### src/rtl/seq_restoring_divider.sv
// Multi-cycle unsigned restoring divider: one quotient bit per clock after a
// start/busy/done handshake. Divide-by-zero finishes immediately with a flag.
module seq_restoring_divider #(
    parameter int WIDTH = 8
) (
    input  logic             clk,
    input  logic             rst_n,
    input  logic             start,
    input  logic [WIDTH-1:0] dividend,
    input  logic [WIDTH-1:0] divisor,
    output logic             busy,
    output logic             done,
    output logic [WIDTH-1:0] quotient,
    output logic [WIDTH-1:0] remainder,
    output logic             div_by_zero
);

    localparam int CNT_W = $clog2(WIDTH + 1);

    localparam logic [1:0] S_IDLE = 2'd0;
    localparam logic [1:0] S_RUN  = 2'd1;
    localparam logic [1:0] S_DONE = 2'd2;

    logic [1:0]       state_q, state_d;
    logic [WIDTH-1:0] part_q, part_d;
    logic [WIDTH-1:0] shq_q, shq_d;
    logic [WIDTH-1:0] dvsr_q, dvsr_d;
    logic [CNT_W-1:0] cnt_q, cnt_d;
    logic [WIDTH-1:0] quot_q, quot_d;
    logic [WIDTH-1:0] rem_q, rem_d;
    logic             dbz_q, dbz_d;
    logic [WIDTH:0]   step;

    // Returns {no_borrow, next partial remainder}. The trial subtract is
    // WIDTH+1 bits wide (A + ~B + 1), so its carry-out means T >= divisor.
    function automatic logic [WIDTH:0] restore_step(
        input logic [WIDTH-1:0] r,
        input logic             q_msb,
        input logic [WIDTH-1:0] d
    );
        logic [WIDTH:0]   t;
        logic [WIDTH+1:0] s;
        t = {r, q_msb};
        s = {1'b0, t} + {1'b0, ~{1'b0, d}} + {{(WIDTH + 1){1'b0}}, 1'b1};
        if (s[WIDTH+1]) begin
            return {1'b1, s[WIDTH-1:0]};
        end
        return {1'b0, t[WIDTH-1:0]};
    endfunction

    always_comb begin
        state_d = state_q;
        part_d  = part_q;
        shq_d   = shq_q;
        dvsr_d  = dvsr_q;
        cnt_d   = cnt_q;
        quot_d  = quot_q;
        rem_d   = rem_q;
        dbz_d   = dbz_q;
        step    = '0;

        case (state_q)
            S_IDLE, S_DONE: begin
                if (start) begin
                    dvsr_d = divisor;
                    if (divisor == '0) begin
                        state_d = S_DONE;
                        quot_d  = '1;
                        rem_d   = dividend;
                        dbz_d   = 1'b1;
                    end else begin
                        state_d = S_RUN;
                        part_d  = '0;
                        shq_d   = dividend;
                        cnt_d   = CNT_W'(WIDTH);
                    end
                end else if (state_q == S_DONE) begin
                    state_d = S_IDLE;
                end
            end
            S_RUN: begin
                step   = restore_step(part_q, shq_q[WIDTH-1], dvsr_q);
                part_d = step[WIDTH-1:0];
                shq_d  = {shq_q[WIDTH-2:0], step[WIDTH]};
                cnt_d  = cnt_q - 1'b1;
                // Published results stay frozen during RUN; they update only here.
                if (cnt_q == CNT_W'(1)) begin
                    state_d = S_DONE;
                    quot_d  = {shq_q[WIDTH-2:0], step[WIDTH]};
                    rem_d   = step[WIDTH-1:0];
                    dbz_d   = 1'b0;
                end
            end
            default: state_d = S_IDLE;
        endcase
    end

    always_ff @(posedge clk or negedge rst_n) begin
        if (!rst_n) begin
            state_q <= S_IDLE;
            part_q  <= '0;
            shq_q   <= '0;
            dvsr_q  <= '0;
            cnt_q   <= '0;
            quot_q  <= '0;
            rem_q   <= '0;
            dbz_q   <= 1'b0;
        end else begin
            state_q <= state_d;
            part_q  <= part_d;
            shq_q   <= shq_d;
            dvsr_q  <= dvsr_d;
            cnt_q   <= cnt_d;
            quot_q  <= quot_d;
            rem_q   <= rem_d;
            dbz_q   <= dbz_d;
        end
    end

    assign busy        = (state_q == S_RUN);
    assign done        = (state_q == S_DONE);
    assign quotient    = quot_q;
    assign remainder   = rem_q;
    assign div_by_zero = dbz_q;

endmodule
### config.mk
export PLATFORM = sky130hd
export DESIGN_NAME = seq_restoring_divider
export DESIGN_NICKNAME = d
export VERILOG_FILES = /design/src/rtl/seq_restoring_divider.sv
export SDC_FILE = /design/constraint.sdc
export NUM_CORES = 1
export LEC_CHECK = 0
export CAP_MARGIN = 10
export CORE_ASPECT_RATIO = 2
export CORE_MARGIN = 10
export CORE_UTILIZATION = 53
export CTS_CLUSTER_SIZE = 14
export DETAILED_ROUTE_END_ITERATION = 8
export PLACE_DENSITY = 0.9
export SETUP_SLACK_MARGIN = 0.2
export SYNTH_ARGS = -nofsm -noshare
export SYNTH_HDL_FRONTEND = slang
export SYNTH_SLANG_ARGS = --single-unit
### constraint.sdc
create_clock -name clk -period 2.23 [get_ports clk]
set_input_delay 0.446 -clock clk [delete_from_list [all_inputs] [get_ports clk]]
set_output_delay 0.446 -clock clk [all_outputs]
set_load 0.005 [all_outputs]
==> results of run 1 <==
cell families (layout without fill, tap and decap cells):
kind of cell	Yosys count	after routing	synth area share, %
compound gates	63	63	16.69
mux	8	8	3.511
simple gates	111	111	20.51
buf+inv	25	89	4.479
xor+xnor	3	3	1.069
flops	47	47	47.84
fa+ha+maj	11	11	5.903
worst min path at each step:
| stage | start | endpoint | slack, ns | depth (start not counted) |
|---|---|---|---|---|
| after floorplan | rst_n | cnt_q[0]$_DFFE_PN0P_ | 0.15 | 0 |
| after global placement | rst_n | dvsr_q[3]$_DFFE_PN0P_ | 0.37 | 1 |
| after detailed placement | rst_n | dvsr_q[3]$_DFFE_PN0P_ | 0.37 | 1 |
| after CTS | rst_n | dvsr_q[3]$_DFFE_PN0P_ | 0.05 | 1 |
| after global routing | rst_n | dvsr_q[3]$_DFFE_PN0P_ | 0.05 | 1 |
| final | rst_n | dvsr_q[3]$_DFFE_PN0P_ | 0.03 | 1 |
repair_timing:
item,in CTS,in global routing
pin swaps,6,8
endpoints found under the hold margin,0,0
buffers inserted,6,5
gates resized for setup,12,18
setup endpoints to repair,15,21
registers in the layout, indices dropped and copies added (netlist names):
register and cells:
cnt_q 4, div_by_zero 1, remainder 8, shq_q 8, state_q 2, dvsr_q 8, quotient 8, part_q 8
layout make-up:
type	count	area (µm²)
Inverter	14	52.55
Timing Repair Buffer	67	610.6
Clock inverter	1	5.005
Fill cell	320	1250
Clock buffer	7	76.32
Sequential cell	47	1177
Multi-Input combinational cell	196	1314
Tap cell	55	68.82
cells in the final DEF (no fill, tap or decap), drive strengths merged, types with 2 or more instances in the layout:
| master | count |
|---|---|
| xnor2 | 2 |
| a21oi | 14 |
| clkinv | 2 |
| nor2 | 38 |
| mux2i | 6 |
| a21o | 2 |
| a31oi | 10 |
| o211ai | 2 |
| buf | 31 |
| nand2b | 2 |
| a221oi | 5 |
| clkdlybuf4s50 | 36 |
| o21ai | 24 |
| mux2 | 2 |
| nor2b | 5 |
| nand3 | 14 |
| nor3 | 5 |
| inv | 13 |
| dfrtp | 47 |
| ha | 10 |
| nor4 | 3 |
| clkbuf | 7 |
| nor3b | 2 |
| nand2 | 36 |
worst reg2reg max path, stage by stage, from the launching register on:
cell and delay [ns]:
dfrtp_1 0.43, ha_4 0.31, nand3b_1 0.16, a2111oi_4 0.40
nor2_4 0.10, buf_6 0.15, or3_4 0.33, a31oi_1 0.15
per-layer routing:
layer / GRT usage [%] / up-vias
met5: 0 / -
met4: 10.66 / 0
met3: 3.074 / 26
met2: 33.15 / 82
met1: 18.36 / 1131
li1: - / 1056
power breakdown:
group          switching, mW  internal (mW)
registers              0.297           1.27
logic                   1.93           1.83
clock network          0.279          0.221
total                   2.51           3.32
metrics by stage:
step / setup WS, ns / area [µm²] / total power [mW]
after detailed placement: 0.009054 / 2990 / 4.546
after global routing: 0.06043 / 3304 / 6.248
final: 0.1249 / 3304 / 5.823
after CTS: 0.1705 / 3186 / 5.401
after global placement: 0.05252 / 2990 / 4.417
after floorplan: 0.2350 / 2459 / 3.480
==> flow_summary.ini, run 1 <==
[sta]
finalSetupTns_ns = 0
finalSetupViolations = 0
hold_viol_final = 0
slew_headroom_pct = 70.58
min_period_ns = 2.105
holdWs_ns = 0.03498
rsz0062_at_grt = true
fmax_ghz = 0.4750
slew_viol_final = 0
skew_ns = 0.01093
worstMarginPinSlew_ns = 0.4367
period_share_pct = 94.40

[detailed_routing]
drc = 0
wl_met1_um = 2481
wl_met2_um = 4126
num_vias = 2295
antenna_left = 0
wire_per_inst_um = 18.45
wl_met3_um = 244
highest_layer = met4
routed_via_density = 5.930
drtPass1Iterations = 4
drt_iter0_markers = 149
postRouteWirelength_um = 7140

[grt]
overflow = 0
antenna_found_initial = 0
grt_start_max_net_pins = 34
grt_pass1_vias = 2405
grt_pass1_wl_um = 11160
grt_use_total_pct = 18.28

[setup_path]
path_buf_inv = 1
crit_family = simple AND/OR/NAND/NOR gates
path_class = reg -> reg
ff2ff_path_depth = 7
rrSetupSlack_ns = 0.12
slowest_delay_ns = 0.43
crit_chain = ha_4 > nand3b_1 > a2111oi_4 > nor2_4 > buf_6 > or3_4 > a31oi_1
end_kind = flop
slowest_stage = dfrtp_1
worstSetupStartpoint = part_q[1]$_DFFE_PN0P_
required_ns = 2.46
cp.depth = 7
cp.arrival_ns = 2.33
worst_setup_path_start_kind = flop
r2r-end = remainder[0]$_DFFE_PN0P_
crit_path_max_fanout = 7
endpoint = remainder[0]$_DFFE_PN0P_
r2r_start = part_q[1]$_DFFE_PN0P_

[logic_synthesis]
yosys.area.top_type_share_pct = 47.84
synth_top_area_cell = dfrtp_1
synth-seq-cells = 47
yosysWarnings = 0
syn_nets = 298
yosysMostFrequentCell = dfrtp_1
syn_area_um2 = 2459
yosysSeqAreaShare_pct = 47.84
synth-edff-count = 0
ys.flop_type = dfrtp_1
yosys-top-cells-area = dfrtp_1 48%, nor2_1 5.6%, nand2_1 5.3%
synthArstFlopShare_pct = 100.0
synth_common_cells = 47 x dfrtp_1, 37 x nor2_1, 35 x nand2_1, 23 x o21ai_0, 14 x nand3_1
syn_avg_cell_area_um2 = 9.174
synth_cells = 268
synth.distinct_cells = 45

[final_layout]
fin_util_pct = 72.55
area_delta_synth_final_pct = 34.40
drive_gt1_share_pct = 21.08
n_antenna_cell = 0
nNetsFinal = 361
layout.cells.non_filler = 387

[clock_network]
h-tree-depth = 2
cts.sinks = 47
cts.hold.buffers_added = 0
cts_tree = yes
clkTransAtPathRegs_ns = 0.09
numCtsBuffers = 5
root_buffer = clkbuf_8
clk_latency_ns = 0.30
cts_buffer_depth = 2

[floorplanning]
die_area_um2 = 7928
ios = 38
die_y_um = 116.3
initial_utilization_pct = 53.98
core_area_um2 = 4554
row_count = 35
die_w_um = 68.16

[placed_design]
dp.cells = 368
place_congestion = 0.8487
hpwl_um = 5077
numPortBuffers = 37

[power]
p_per_area_nw_per_um2 = 1762
ir_drop_v = 0.001218
p_leak_nw = 1.412

[run]
drv_cap = 0

[run_status]
outcome = completed

[hold_path]
hold_class = in -> async
Power figures use the tool's default switching activity.
==> run 2, diff against run 1 <==
--- a/config.mk
+++ b/config.mk
@@ -5,10 +5,10 @@
 export SDC_FILE = /design/constraint.sdc
 export NUM_CORES = 1
 export LEC_CHECK = 0
+export ABC_AREA = 1
 export CAP_MARGIN = 10
 export CORE_ASPECT_RATIO = 2
-export CORE_MARGIN = 10
-export CORE_UTILIZATION = 53
+export CORE_UTILIZATION = 54
 export CTS_CLUSTER_SIZE = 14
 export DETAILED_ROUTE_END_ITERATION = 8
 export PLACE_DENSITY = 0.9
==> run 2 against run 1 <==
Net effect:
- worst hold slack gained 0.075 ns
- global-route usage up 8.9 points
- register-to-register slack gained 0.18 ns
- fmax increased by 7.2%
- critical path depth down 3
- clock skew down 0.00092 ns
- wire length fell by 9.7%
- sequential share of layout area increased by 0.37 points
- non-clock buffer count decreased by 22
- setup slack better by 0.14 ns
- clock power rose by 49%
- utilization down 2.8 points
- largest cell class unchanged
==> flow_summary.ini, run 2 <==
[run_status]
outcome = completed

[logic_synthesis]
synth_common_cells = 74 x nand2_1, 59 x inv_1, 47 x dfrtp_1, 26 x nand3_1, 21 x nor2_1
syn_nets = 359
ys.flop_type = dfrtp_1
yosysSeqAreaShare_pct = 44.15
synth-edff-count = 0
synthArstFlopShare_pct = 100.0
yosys.area.top_type_share_pct = 44.15
syn_area_um2 = 2664
synth-seq-cells = 47
synth_cells = 329
yosys-top-cells-area = dfrtp_1 44%, nand2_1 10%, inv_1 8.3%
syn_avg_cell_area_um2 = 8.097
yosysMostFrequentCell = nand2_1
synth.distinct_cells = 32
synth_top_area_cell = dfrtp_1
yosysWarnings = 0

[sta]
rsz0062_at_grt = false
slew_viol_final = 0
skew_ns = 0.01002
hold_viol_final = 0
worstMarginPinSlew_ns = 0.5409
fmax_ghz = 0.5092
finalSetupTns_ns = 0
period_share_pct = 88.06
slew_headroom_pct = 63.94
min_period_ns = 1.964
finalSetupViolations = 0

[detailed_routing]
antenna_left = 0
postRouteWirelength_um = 6445
num_vias = 2409
wire_per_inst_um = 15.06
drt_iter0_markers = 114
drtPass1Iterations = 6
routed_via_density = 5.629
drc = 0

[setup_path]
worst_setup_path_start_kind = flop
rrSetupSlack_ns = 0.30
slowest_delay_ns = 0.52
path_class = reg -> out
crit_chain = inv_1 > nand2_1 > inv_2 > clkdlybuf4s50_1
end_kind = output pin
r2r_start = part_q[1]$_DFFE_PN0P_
ff2ff_path_depth = 10
path_buf_inv = 3
crit_path_max_fanout = 9
crit_family = buffers and inverters
slowest_stage = clkdlybuf4s50_1
required_ns = 1.78
r2r-end = remainder[4]$_DFFE_PN0P_
cp.arrival_ns = 1.52

[clock_network]
numCtsBuffers = 5
cts.sinks = 47
cts_buffer_depth = 2
cts_tree = yes
h-tree-depth = 2
root_buffer = clkbuf_8
clkTransAtPathRegs_ns = 0.09
cts.hold.buffers_added = 0
clk_latency_ns = 0.31

[final_layout]
nNetsFinal = 402
area_delta_synth_final_pct = 22.64
drive_gt1_share_pct = 12.06
fillCellCount = 356
layout.cells.non_filler = 428
final_common_cell = nand2_1
n_antenna_cell = 0
most-common-layout-cells = 74 x nand2_1, 58 x inv_1, 47 x dfrtp_1

[placed_design]
place_congestion = 0.8767
hpwl_um = 4653
numPortBuffers = 37
dp.cells = 420

[floorplanning]
initial_utilization_pct = 56.85
die_y_um = 101.3
die_w_um = 51.67
row_count = 35
core_area_um2 = 4686
die_area_um2 = 5235
ios = 38

[grt]
grt_pass1_vias = 2428
grt_pass1_wl_um = 10590
antenna_found_initial = 0
grt_start_max_net_pins = 27
overflow = 0
grt_use_total_pct = 27.13

[power]
ir_drop_v = 0.001112
p_leak_nw = 1.687
p_per_area_nw_per_um2 = 1664

[hold_path]
hold_class = in -> async

[run]
drv_cap = 0
run 2: cell count changes after synthesis, moves of 5 or more:
cell,previous run,this run
or2_1,0,5
a21oi_1,13,5
nand4_1,0,9
mux2i_1,6,0
inv_1,13,59
nor2b_1,5,0
nand2_1,35,74
nand3_1,14,26
nor2_1,37,21
run 2: power breakdown:
part           total (mW)  internal [mW]  switching, mW  leakage (nW)
clock network       0.745          0.448          0.296        0.0654
logic                3.24           1.31           1.93          1.06
registers            1.45           1.24          0.213         0.561
total                5.44           3.00           2.44          1.69
run 2: metrics by stage:
stage / utilization, % / instance area (µm²) / hold WS [ns] / power (mW) / worst slack (ns)
finish: 69.72 / 3267 / 0.1102 / 5.436 / 0.2662
global route: 69.72 / 3267 / 0.1473 / 5.850 / 0.1789
floorplan: - / 2664 / 0.1504 / 3.622 / 0.5295
CTS: 69.40 / 3252 / 0.1320 / 5.349 / 0.2659
global placement: 66.57 / 3119 / 0.4503 / 4.412 / 0.1796
detailed placement: 66.57 / 3119 / 0.4530 / 4.560 / 0.1299
run 2: area by class of cell:
| type | instances | area, µm² | area share (%) |
|---|---|---|---|
| Sequential cell | 47 | 1176 | 36.00 |
| Clock inverter | 2 | 60.06 | 1.838 |
| Timing Repair Buffer | 45 | 450.4 | 13.79 |
| Multi-Input combinational cell | 213 | 1211 | 37.07 |
| Clock buffer | 6 | 72.57 | 2.221 |
| Tap cell | 55 | 68.82 | 2.106 |
| Inverter | 60 | 227.7 | 6.971 |
run 2: worst reg2reg max path, stage by stage (launching register included):
cell     delay, ns
dfrtp_1       0.42
ha_1          0.38
or2_1         0.26
nand3_2       0.10
nand2_2       0.08
nand2_4       0.13
nand2_4       0.13
nand3_1       0.14
nand3_1       0.11
nand2_1       0.07
inv_1         0.03
run 2: routing by layer:
layer  vias to the layer above  GRT usage [%]  part of all wire (%)
met5                         -              0                     0
met4                         0          13.51                   3.7
met3                        35          4.955                   4.5
met2                       100          49.95                    56
met1                      1145          28.20                    36
li1                       1129              -                     -
run 2: how the worst max path moves through the flow:
| stage | from | end | slack [ns] | cells past startpoint |
|---|---|---|---|---|
| 2_1_floorplan | part_q[1]$_DFFE_PN0P_ | remainder[0]$_DFFE_PN0P_ | 0.53 | 10 |
| 3_5_place_dp | divisor[1] | remainder[6]$_DFFE_PN0P_ | 0.13 | 11 |
| 4_1_cts | part_q[1]$_DFFE_PN0P_ | remainder[0]$_DFFE_PN0P_ | 0.27 | 10 |
| 6_report | state_q[1]$_DFFE_PN0P_ | busy | 0.27 | 4 |
| 5_1_grt | part_q[1]$_DFFE_PN0P_ | remainder[4]$_DFFE_PN0P_ | 0.18 | 10 |
| 3_3_place_gp | divisor[5] | remainder[6]$_DFFE_PN0P_ | 0.18 | 11 |
run 2: kinds of logic (layout without fill, tap and decap cells):
group / count (synthesis) / count (layout) / share of synthesized area, %
AOI/OAI and AO/OA: 43 / 43 / 10.47
xor gates and xnor gates: 4 / 4 / 1.315
adders and majority gates: 11 / 11 / 5.449
buffers and inverters: 69 / 113 / 10.94
DFF: 47 / 47 / 44.15
and+or+nand+nor: 155 / 155 / 27.67
run 2: timing repair:
action	4_1_cts	5_1_grt
endpoints found under the setup margin	1	8
gates resized for setup	1	3
setup buffers	0	0
hold endpoints to repair	0	0
pin swaps	0	0
